--- src/rtl/prach_unreshape_ch.sv ---
// Inverse PRACH lane/channel corner-turn: per-half lane order in, per-channel-pair lane order out.
// Tracks frame position from sync_in, flags unexpected syncs and blanks the disturbed output window.
module prach_unreshape_ch #(
    parameter int SIZE       = 8,
    parameter int NUM_ACTIVE = SIZE
) (
    input  logic        clk,
    input  logic        rst_n,
    input  logic [15:0] din_dp1,
    input  logic [15:0] din_dp2,
    input  logic        din_dv,
    input  logic [7:0]  din_chn,
    input  logic        sync_in,
    output logic [15:0] dout_dq1,
    output logic [15:0] dout_dq2,
    output logic        dout_dv,
    output logic [7:0]  dout_chn,
    output logic        sync_out,
    output logic        err_sync
);
    localparam int H     = SIZE / 2;
    localparam int POS_W = $clog2(SIZE);

    typedef enum logic {UNLOCKED, LOCKED} state_t;

    state_t              state_q, state_d;
    logic [POS_W-1:0]    pos_q, pos_d;
    logic [POS_W-1:0]    blank_q, blank_d;
    logic                err_q, err_d;
    logic [H-1:0][15:0]  d0_q, d0_d, d1_q, d1_d;
    logic [H-1:0]        dvp_q, dvp_d, syp_q, syp_d;
    logic [15:0]         dq1_q, dq1_d, dq2_q, dq2_d;
    logic                dv_q, dv_d, sync_q, sync_d;
    logic [7:0]          chn_q, chn_d;
    logic                lock_now, phase_b;
    logic                chn_unused;

    // Slot index is carried for debug only; sequencing comes from sync_in.
    assign chn_unused = ^din_chn;

    always_comb begin
        state_d = state_q;
        pos_d   = pos_q;
        err_d   = 1'b0;
        blank_d = (blank_q != '0) ? blank_q - POS_W'(1) : '0;
        case (state_q)
            UNLOCKED: begin
                pos_d = '0;
                if (sync_in) state_d = LOCKED;
            end
            LOCKED: begin
                if (sync_in) begin
                    pos_d = '0;
                    if (pos_q != POS_W'(SIZE - 1)) begin
                        err_d   = 1'b1;
                        blank_d = POS_W'(H);
                    end
                end else begin
                    pos_d = pos_q + POS_W'(1);
                end
            end
            default: state_d = UNLOCKED;
        endcase
    end

    always_comb begin
        lock_now = (state_d == LOCKED);
        phase_b  = pos_d[POS_W-1];

        d0_d     = d0_q;
        d1_d     = d1_q;
        dvp_d    = dvp_q;
        syp_d    = syp_q;
        d0_d[0]  = din_dp2;
        // D1 takes lane 1 in phase A, then the delayed lane 2 in phase B.
        d1_d[0]  = phase_b ? d0_q[H-1] : din_dp1;
        dvp_d[0] = din_dv & lock_now;
        syp_d[0] = sync_in & lock_now;
        for (int i = 1; i < H; i++) begin
            d0_d[i]  = d0_q[i-1];
            d1_d[i]  = d1_q[i-1];
            dvp_d[i] = dvp_q[i-1];
            syp_d[i] = syp_q[i-1];
        end

        dq1_d  = d1_q[H-1];
        dq2_d  = phase_b ? din_dp1 : d0_q[H-1];
        // Output phase is the input phase rotated by half a frame.
        chn_d  = lock_now ? 8'(pos_d ^ POS_W'(H)) : 8'd0;
        dv_d   = dvp_q[H-1] & ({1'b0, chn_d} < 9'(NUM_ACTIVE)) & (blank_q == '0);
        sync_d = syp_q[H-1];
    end

    always_ff @(posedge clk or negedge rst_n) begin
        if (!rst_n) begin
            state_q <= UNLOCKED;
            pos_q   <= '0;
            blank_q <= '0;
            err_q   <= 1'b0;
            dvp_q   <= '0;
            syp_q   <= '0;
            dq1_q   <= '0;
            dq2_q   <= '0;
            dv_q    <= 1'b0;
            chn_q   <= '0;
            sync_q  <= 1'b0;
        end else begin
            state_q <= state_d;
            pos_q   <= pos_d;
            blank_q <= blank_d;
            err_q   <= err_d;
            dvp_q   <= dvp_d;
            syp_q   <= syp_d;
            dq1_q   <= dq1_d;
            dq2_q   <= dq2_d;
            dv_q    <= dv_d;
            chn_q   <= chn_d;
            sync_q  <= sync_d;
        end
    end

    always_ff @(posedge clk) begin
        d0_q <= d0_d;
        d1_q <= d1_d;
    end

    assign dout_dq1 = dq1_q;
    assign dout_dq2 = dq2_q;
    assign dout_dv  = dv_q;
    assign dout_chn = chn_q;
    assign sync_out = sync_q;
    assign err_sync = err_q;

endmodule

--- config.mk ---
export PLATFORM = sky130hd
export DESIGN_NAME = prach_unreshape_ch
export DESIGN_NICKNAME = d
export VERILOG_FILES = /design/src/rtl/prach_unreshape_ch.sv
export SDC_FILE = /design/constraint.sdc
export NUM_CORES = 1
export LEC_CHECK = 0
export ABC_AREA = 1
export CORE_MARGIN = 5
export CORE_UTILIZATION = 40
export CTS_CLUSTER_SIZE = 20
export DETAILED_ROUTE_END_ITERATION = 10
export PLACE_DENSITY = 0.72
export SYNTH_ARGS = -nofsm -noshare
export SYNTH_HDL_FRONTEND = slang
export SYNTH_SLANG_ARGS = --single-unit
--- constraint.sdc ---
create_clock -name clk -period 1.53 [get_ports clk]
set_clock_uncertainty 0.1 [all_clocks]
set_input_delay 0.153 -clock clk [delete_from_list [all_inputs] [get_ports clk]]
set_output_delay 0.153 -clock clk [all_outputs]
set_load 0.005 [all_outputs]
==> results.yml, run 1 <==
outcome:
  status: "finished, violations left"
  violations: "negative setup slack"
cts:
  clk_latency_ns: 0.41
  cts_max_level: 4
  cts_tree: "done"
  clkTransAtPathRegs_ns: 0.07
  root_buffer: "clkbuf_16"
  postCtsSetupBuffers: 0
  cts_made_buffers: 17
  clockBufferDepth: 2
  cts.sinks: 181
placed_design:
  place_area_sq_um: 5410
  place_congestion: 0.744
  io_buffers: 73
  place_hpwl_um: 4040
  dpl.cell_count: 530
final_layout:
  multiInputGateArea_sq_um: 561
  final-seq-area_sq_um: 3890
  fill_cells: 936
  design_area_sq_um: 6010
  fin_cells: 563
  diodes: 0
  final_cell_mix: "128 x dfxtp_1, 92 x nand2_1, 53 x dfrtp_1, 47 x clkdlybuf4s50_1, 17 x clkbuf_16"
  areaGrowthSynthToFinish_pct: 32.5
  nNetsFinal: 455
  final_common_cell: "dfxtp_1"
  layout-drive-gt1-share_pct: 12.4
critical_path:
  startpoint: "pos_q[0]$_DFF_PN0_"
  cp.arrival_ns: 1.74
  crit_type: "reg -> reg"
  critPathCapture: "dout_dq2[1]$_DFF_PN0_"
  timing.rr.end: "dout_dq2[1]$_DFF_PN0_"
  crit_top_cell: "nand2_1"
  path_max_fanout: 32
  required_ns: 1.73
  crit_chain: "ha_2, ha_4, nand3_4, buf_12, nand2_1, nand2_1"
  reg2reg_depth: 6
  end_kind: "flop"
  worstReg2RegStart: "pos_q[0]$_DFF_PN0_"
  critPathSlowestCell: "dfrtp_1"
  slowest_delay_ns: 0.39
  r2r_slack_ns: -0.009
  start_kind: "flop"
pwr:
  seqPwrFrac_pct: 54.3
  pwr_density_cell_nw_per_um2: 1590
  switching_share_pct: 21.7
  clockPowerShare_pct: 40.7
  ir_drop_uv: 872
  leakage_nw: 2.83
  power_mw: 9.57
  power.internal_mw: 7.49
  combinationalPowerShare_pct: 5.0
  p_sw_mw: 2.08
route:
  vias: 2105
  drt_wl_total_um: 5990
  drcViolationCount: 0
  via_per_inst: 3.74
  wire_per_inst_um: 10.6
  postRouteAntennaNets: 0
  dr.pass1.iters: 4
  drt_iter0_drc: 137
floorplanning:
  die_height_um: 117
  core.rowCount: 39
  initial_core_util_pct: 40.3
  pin_count: 87
  fp.dieW_um: 117
  dieArea_sq_um: 13600
  core_sq_um: 11300
yosys:
  yosysTopAreaCellShare_pct: 56.4
  yosysTopAreaCell: "dfxtp_1"
  synthTopCellsByArea: "dfxtp_1 56%, dfrtp_1 29%, nand2_1 7.7%"
  yosys_warnings: 0
  syn-instance-count: 319
  ys_seq_area_share_pct: 85.7
  ys_types: 21
  ys_ff_latch: 181
  syn_avg_cell_area_sq_um: 14.2
  netlist_area_sq_um: 4540
global_routing:
  grt_usage_pct: 9.95
  grt_overflow_total: 0
  grt_pass1_wl_um: 10000
  grt_pass1_vias: 2113
  antenna_found_initial: 0
  grt_max_degree: 37
timing:
  setup_ws_ns: -0.00924
  max_freq_mhz: 650
  setup_violations: 7
  fin_crit_sh_pct: 101
  rsz0062_at_grt: "true"
  maxSlewViolCount: 0
  final_hold_viol_count: 0
  fin_tns_setup_ns: -0.0334
  fin_crit_ns: 1.54
min_path:
  hold_depth: 1
  worst_hold_path_type: "in -> reg"
flow_run:
  cap_violations: 0
final cells by class:
| type | count | share of cell area, % |
|---|---|---|
| well taps | 143 | 2.97 |
| multi-input cells | 123 | 9.32 |
| clock buffers | 17 | 7.07 |
| flip-flops and latches | 181 | 64.7 |
| repair buffers | 77 | 13.3 |
| inverters | 7 | 0.645 |
| clock inverters | 15 | 2.02 |
layer usage:
metal  share of wire, %  track usage [%]  vias up
met5                  0                0        -
met2                 47             14.5       56
met3                7.0             4.40       13
met4                2.7             6.19        0
li1                   -                -     1134
met1                 43             12.1      902
critical path: cells and delay by family (launching register included):
family | cells | cell delay (ns)
flops | 1 | 0.39
fa+ha+maj | 2 | 0.49
buf+inv | 1 | 0.20
simple gates | 3 | 0.25
sequential cells by signal, indices dropped and copies added (netlist names), 4 cells and up:
name	flops
dout_dq2	16
d0_q	16
syp_q	4
dq1_d	16
dout_dq1	16
d0_d	48
dvp_q	4
d1_d	48
Yosys cell counts:
cell and number:
inv_2 1, dfrtp_1 53, or2_2 1, nand2_2 9, inv_1 5, clkbuf_1 1
nand2_1 93, buf_4 5, o21ai_0 1, nand3_4 1, o21a_1 1, dfxtp_1 128
buf_6 2, buf_2 3, a21oi_1 1, nor2_1 6, buf_8 1, ha_1 4
nor3_1 1, conb_1 1, inv_4 1
power groups by stage:
stage               Sequential, mW  Clock [mW]  Combinational, mW
finish                        5.19        3.89              0.482
CTS                           5.20        4.02              0.501
floorplan                     5.29           0              0.163
global route                  5.23        4.28              0.537
global placement              5.29           0              0.493
detailed placement            5.30           0              0.510
metrics by stage:
step | utilization [%] | setup slack, ns | hold slack (ns)
floorplan | - | 0.0451 | -0.243
global placement | 48.0 | -0.0729 | 0.0141
detailed placement | 48.0 | -0.125 | 0.0278
CTS | 53.0 | 0.00198 | 0.0552
global route | 53.4 | -0.0876 | 0.0571
finish | 53.4 | -0.00924 | 0.0803
cells by family (layout without fill, tap and decap cells):
family / Yosys count / after routing / synth area share (%)
DFF: 181 / 181 / 85.7
and+or+nand+nor: 111 / 111 / 10.1
buffers and inverters: 19 / 116 / 2.70
adders and majority gates: 4 / 4 / 1.10
AOI/OAI and AO/OA: 3 / 3 / 0.386
other: 1 / 5 / 0.0826
worst min-delay path by stage:
stage / from / endpoint / slack [ns]
3_5_place_dp: rst_n / dout_dq1[15]$_DFF_PN0_ / 0.03
2_1_floorplan: rst_n / blank_q[0]$_DFF_PN0_ / -0.24
5_1_grt: din_dp2[1] / d0_d[17]$_DFF_P_ / 0.06
4_1_cts: din_dp2[5] / d0_d[21]$_DFF_P_ / 0.06
3_3_place_gp: rst_n / dout_dq1[15]$_DFF_PN0_ / 0.01
6_report: din_dp2[5] / d0_d[21]$_DFF_P_ / 0.08
timing repair:
action	4_1_cts	5_1_grt
setup endpoints to repair	45	45
endpoints found under the hold margin	53	0
hold buffers	1	0
gates resized for setup	17	14
Note: power is estimated with default switching activity, not from simulation.
==> run 2: changes to the inputs <==
--- a/config.mk
+++ b/config.mk
@@ -11,6 +11,7 @@
 export CTS_CLUSTER_SIZE = 20
 export DETAILED_ROUTE_END_ITERATION = 10
 export PLACE_DENSITY = 0.72
+export SKIP_CTS_REPAIR_TIMING = 1
 export SYNTH_ARGS = -nofsm -noshare
 export SYNTH_HDL_FRONTEND = slang
 export SYNTH_SLANG_ARGS = --single-unit
==> results.yml, run 2 (synthesis results as in run 1) <==
cts:
  root_buffer: "clkbuf_16"
  cts_max_level: 4
  cts_tree: "done"
  clk_latency_ns: 0.41
  cts.sinks: 181
  cts_made_buffers: 17
  clkTransAtPathRegs_ns: 0.07
  clockBufferDepth: 2
route:
  postRouteAntennaNets: 0
  vias: 2167
  drt_iter0_drc: 180
  wire_per_inst_um: 11.5
  via_per_inst: 3.82
  drt_wl_total_um: 6530
  dr.pass1.iters: 4
  drcViolationCount: 0
timing:
  max_freq_mhz: 633
  final_hold_viol_count: 0
  fin_crit_ns: 1.58
  setup_ws_ns: -0.0495
  fin_tns_setup_ns: -0.809
  hold-worst-slack_ns: 0.0787
  rsz0062_at_grt: "true"
  maxSlewViolCount: 0
  fin_crit_sh_pct: 103
  setup_violations: 32
placed_design:
  place_hpwl_um: 4040
  io_buffers: 73
  place_congestion: 0.744
pwr:
  clockPowerShare_pct: 40.5
  switching_share_pct: 21.9
  combinationalPowerShare_pct: 5.5
  leakage_nw: 2.97
  seqPwrFrac_pct: 53.9
  pwr_density_cell_nw_per_um2: 1570
  p_sw_mw: 2.11
  ir_drop_uv: 807
  power.internal_mw: 7.52
critical_path:
  crit_chain: "ha_2, ha_4, nand3_4, buf_12, clkinv_8, nand2_2, nand2_1"
  critPathSlowestCell: "dfrtp_1"
  critical-path-top-delay-family: "adder cells"
  end_kind: "flop"
  crit_type: "reg -> reg"
  start_kind: "flop"
  cp.arrival_ns: 1.78
  path_max_fanout: 8
  crit_buf_inv: 2
  slowest_delay_ns: 0.38
  required_ns: 1.73
global_routing:
  grt_pass1_wl_um: 9920
  antenna_found_initial: 0
  grt_usage_pct: 9.82
  grt_pass1_vias: 2105
  grt_max_degree: 37
  grt_overflow_total: 0
floorplanning:
  die_height_um: 117
  core.rowCount: 39
  fp.dieW_um: 117
  initial_core_util_pct: 40.3
  core_sq_um: 11300
  pin_count: 87
  dieArea_sq_um: 13600
final_layout:
  diodes: 0
  nNetsFinal: 460
  final_cell_mix: "128 x dfxtp_1, 89 x nand2_1, 53 x dfrtp_1, 47 x clkdlybuf4s50_1, 25 x dlymetal6s2s_1"
  areaGrowthSynthToFinish_pct: 35.5
  fill_cells: 913
  layout-drive-gt1-share_pct: 14.1
  final_common_cell: "dfxtp_1"
outcome:
  status: "finished, violations left"
  violations: "negative setup slack"
min_path:
  worst_hold_path_type: "in -> reg"
flow_run:
  cap_violations: 0
==> run 2: changes by cell type in the layout (fill, tap and decap cells not counted) <==
cell	change
dlygate4sd2_1	-12
dlymetal6s2s_1	+12
nand2_1	-3
nand2_2	+3
inv_6	+2
buf_12	+1
clkbuf_16	+1
inv_16	+1
==> run 2: per-stage QoR <==
stage / utilization, % / area [sq um] / total power, mW / cells / setup slack (ns)
2_1_floorplan: - / 4550 / 5.45 / 323 / 0.0451
3_3_place_gp: 48.0 / 5410 / 5.78 / 530 / -0.0729
3_5_place_dp: 48.0 / 5410 / 5.81 / 530 / -0.125
4_1_cts: 52.9 / 5960 / 9.73 / 562 / -0.148
5_1_grt: 54.6 / 6150 / 10.1 / 568 / -0.103
6_report: 54.6 / 6150 / 9.63 / 568 / -0.0495
==> run 2: final timing paths <==
| check | start | end | slack, ns | cells past startpoint |
|---|---|---|---|---|
| max reg2reg | pos_q[1]$_DFF_PN0_ | dout_dq2[14]$_DFF_PN0_ | -0.05 | 7 |
| max | pos_q[1]$_DFF_PN0_ | dout_dq2[14]$_DFF_PN0_ | -0.05 | 7 |
| max in group asynchronous | rst_n | pos_q[1]$_DFF_PN0_ | 0.65 | 3 |
| min reg2reg | d0_d[52]$_DFF_P_ | d0_q[52]$_DFF_P_ | 0.22 | 0 |
| min in group asynchronous | rst_n | dout_dq1[15]$_DFF_PN0_ | 0.13 | 2 |
| min | din_dp2[5] | d0_d[21]$_DFF_P_ | 0.08 | 1 |
==> run 2: layer usage <==
layer | global-route usage, % | up-vias | routed length (um)
met5 | 0 | - | 0
met4 | 6.27 | 0 | 163
met3 | 4.40 | 16 | 432
met2 | 14.2 | 71 | 3270
met1 | 11.9 | 934 | 2670
li1 | - | 1146 | -
==> run 2: layout make-up <==
type | count | area, sq um | area share [%]
well taps | 143 | 179 | 2.91
repair inverters | 3 | 33.8 | 0.549
flip-flops and latches | 181 | 3890 | 63.2
clock inverters | 15 | 121 | 1.97
inverters | 7 | 42.5 | 0.692
multi-input cells | 123 | 568 | 9.24
clock buffers | 17 | 425 | 6.92
repair buffers | 79 | 891 | 14.5
==> run 2: power groups by stage <==
stage | sequential, mW | clock, mW | combinational [mW]
after global placement | 5.29 | 0 | 0.493
after floorplan | 5.29 | 0 | 0.163
after CTS | 5.20 | 4.02 | 0.513
final | 5.19 | 3.91 | 0.532
after detailed placement | 5.30 | 0 | 0.510
after global routing | 5.23 | 4.28 | 0.589
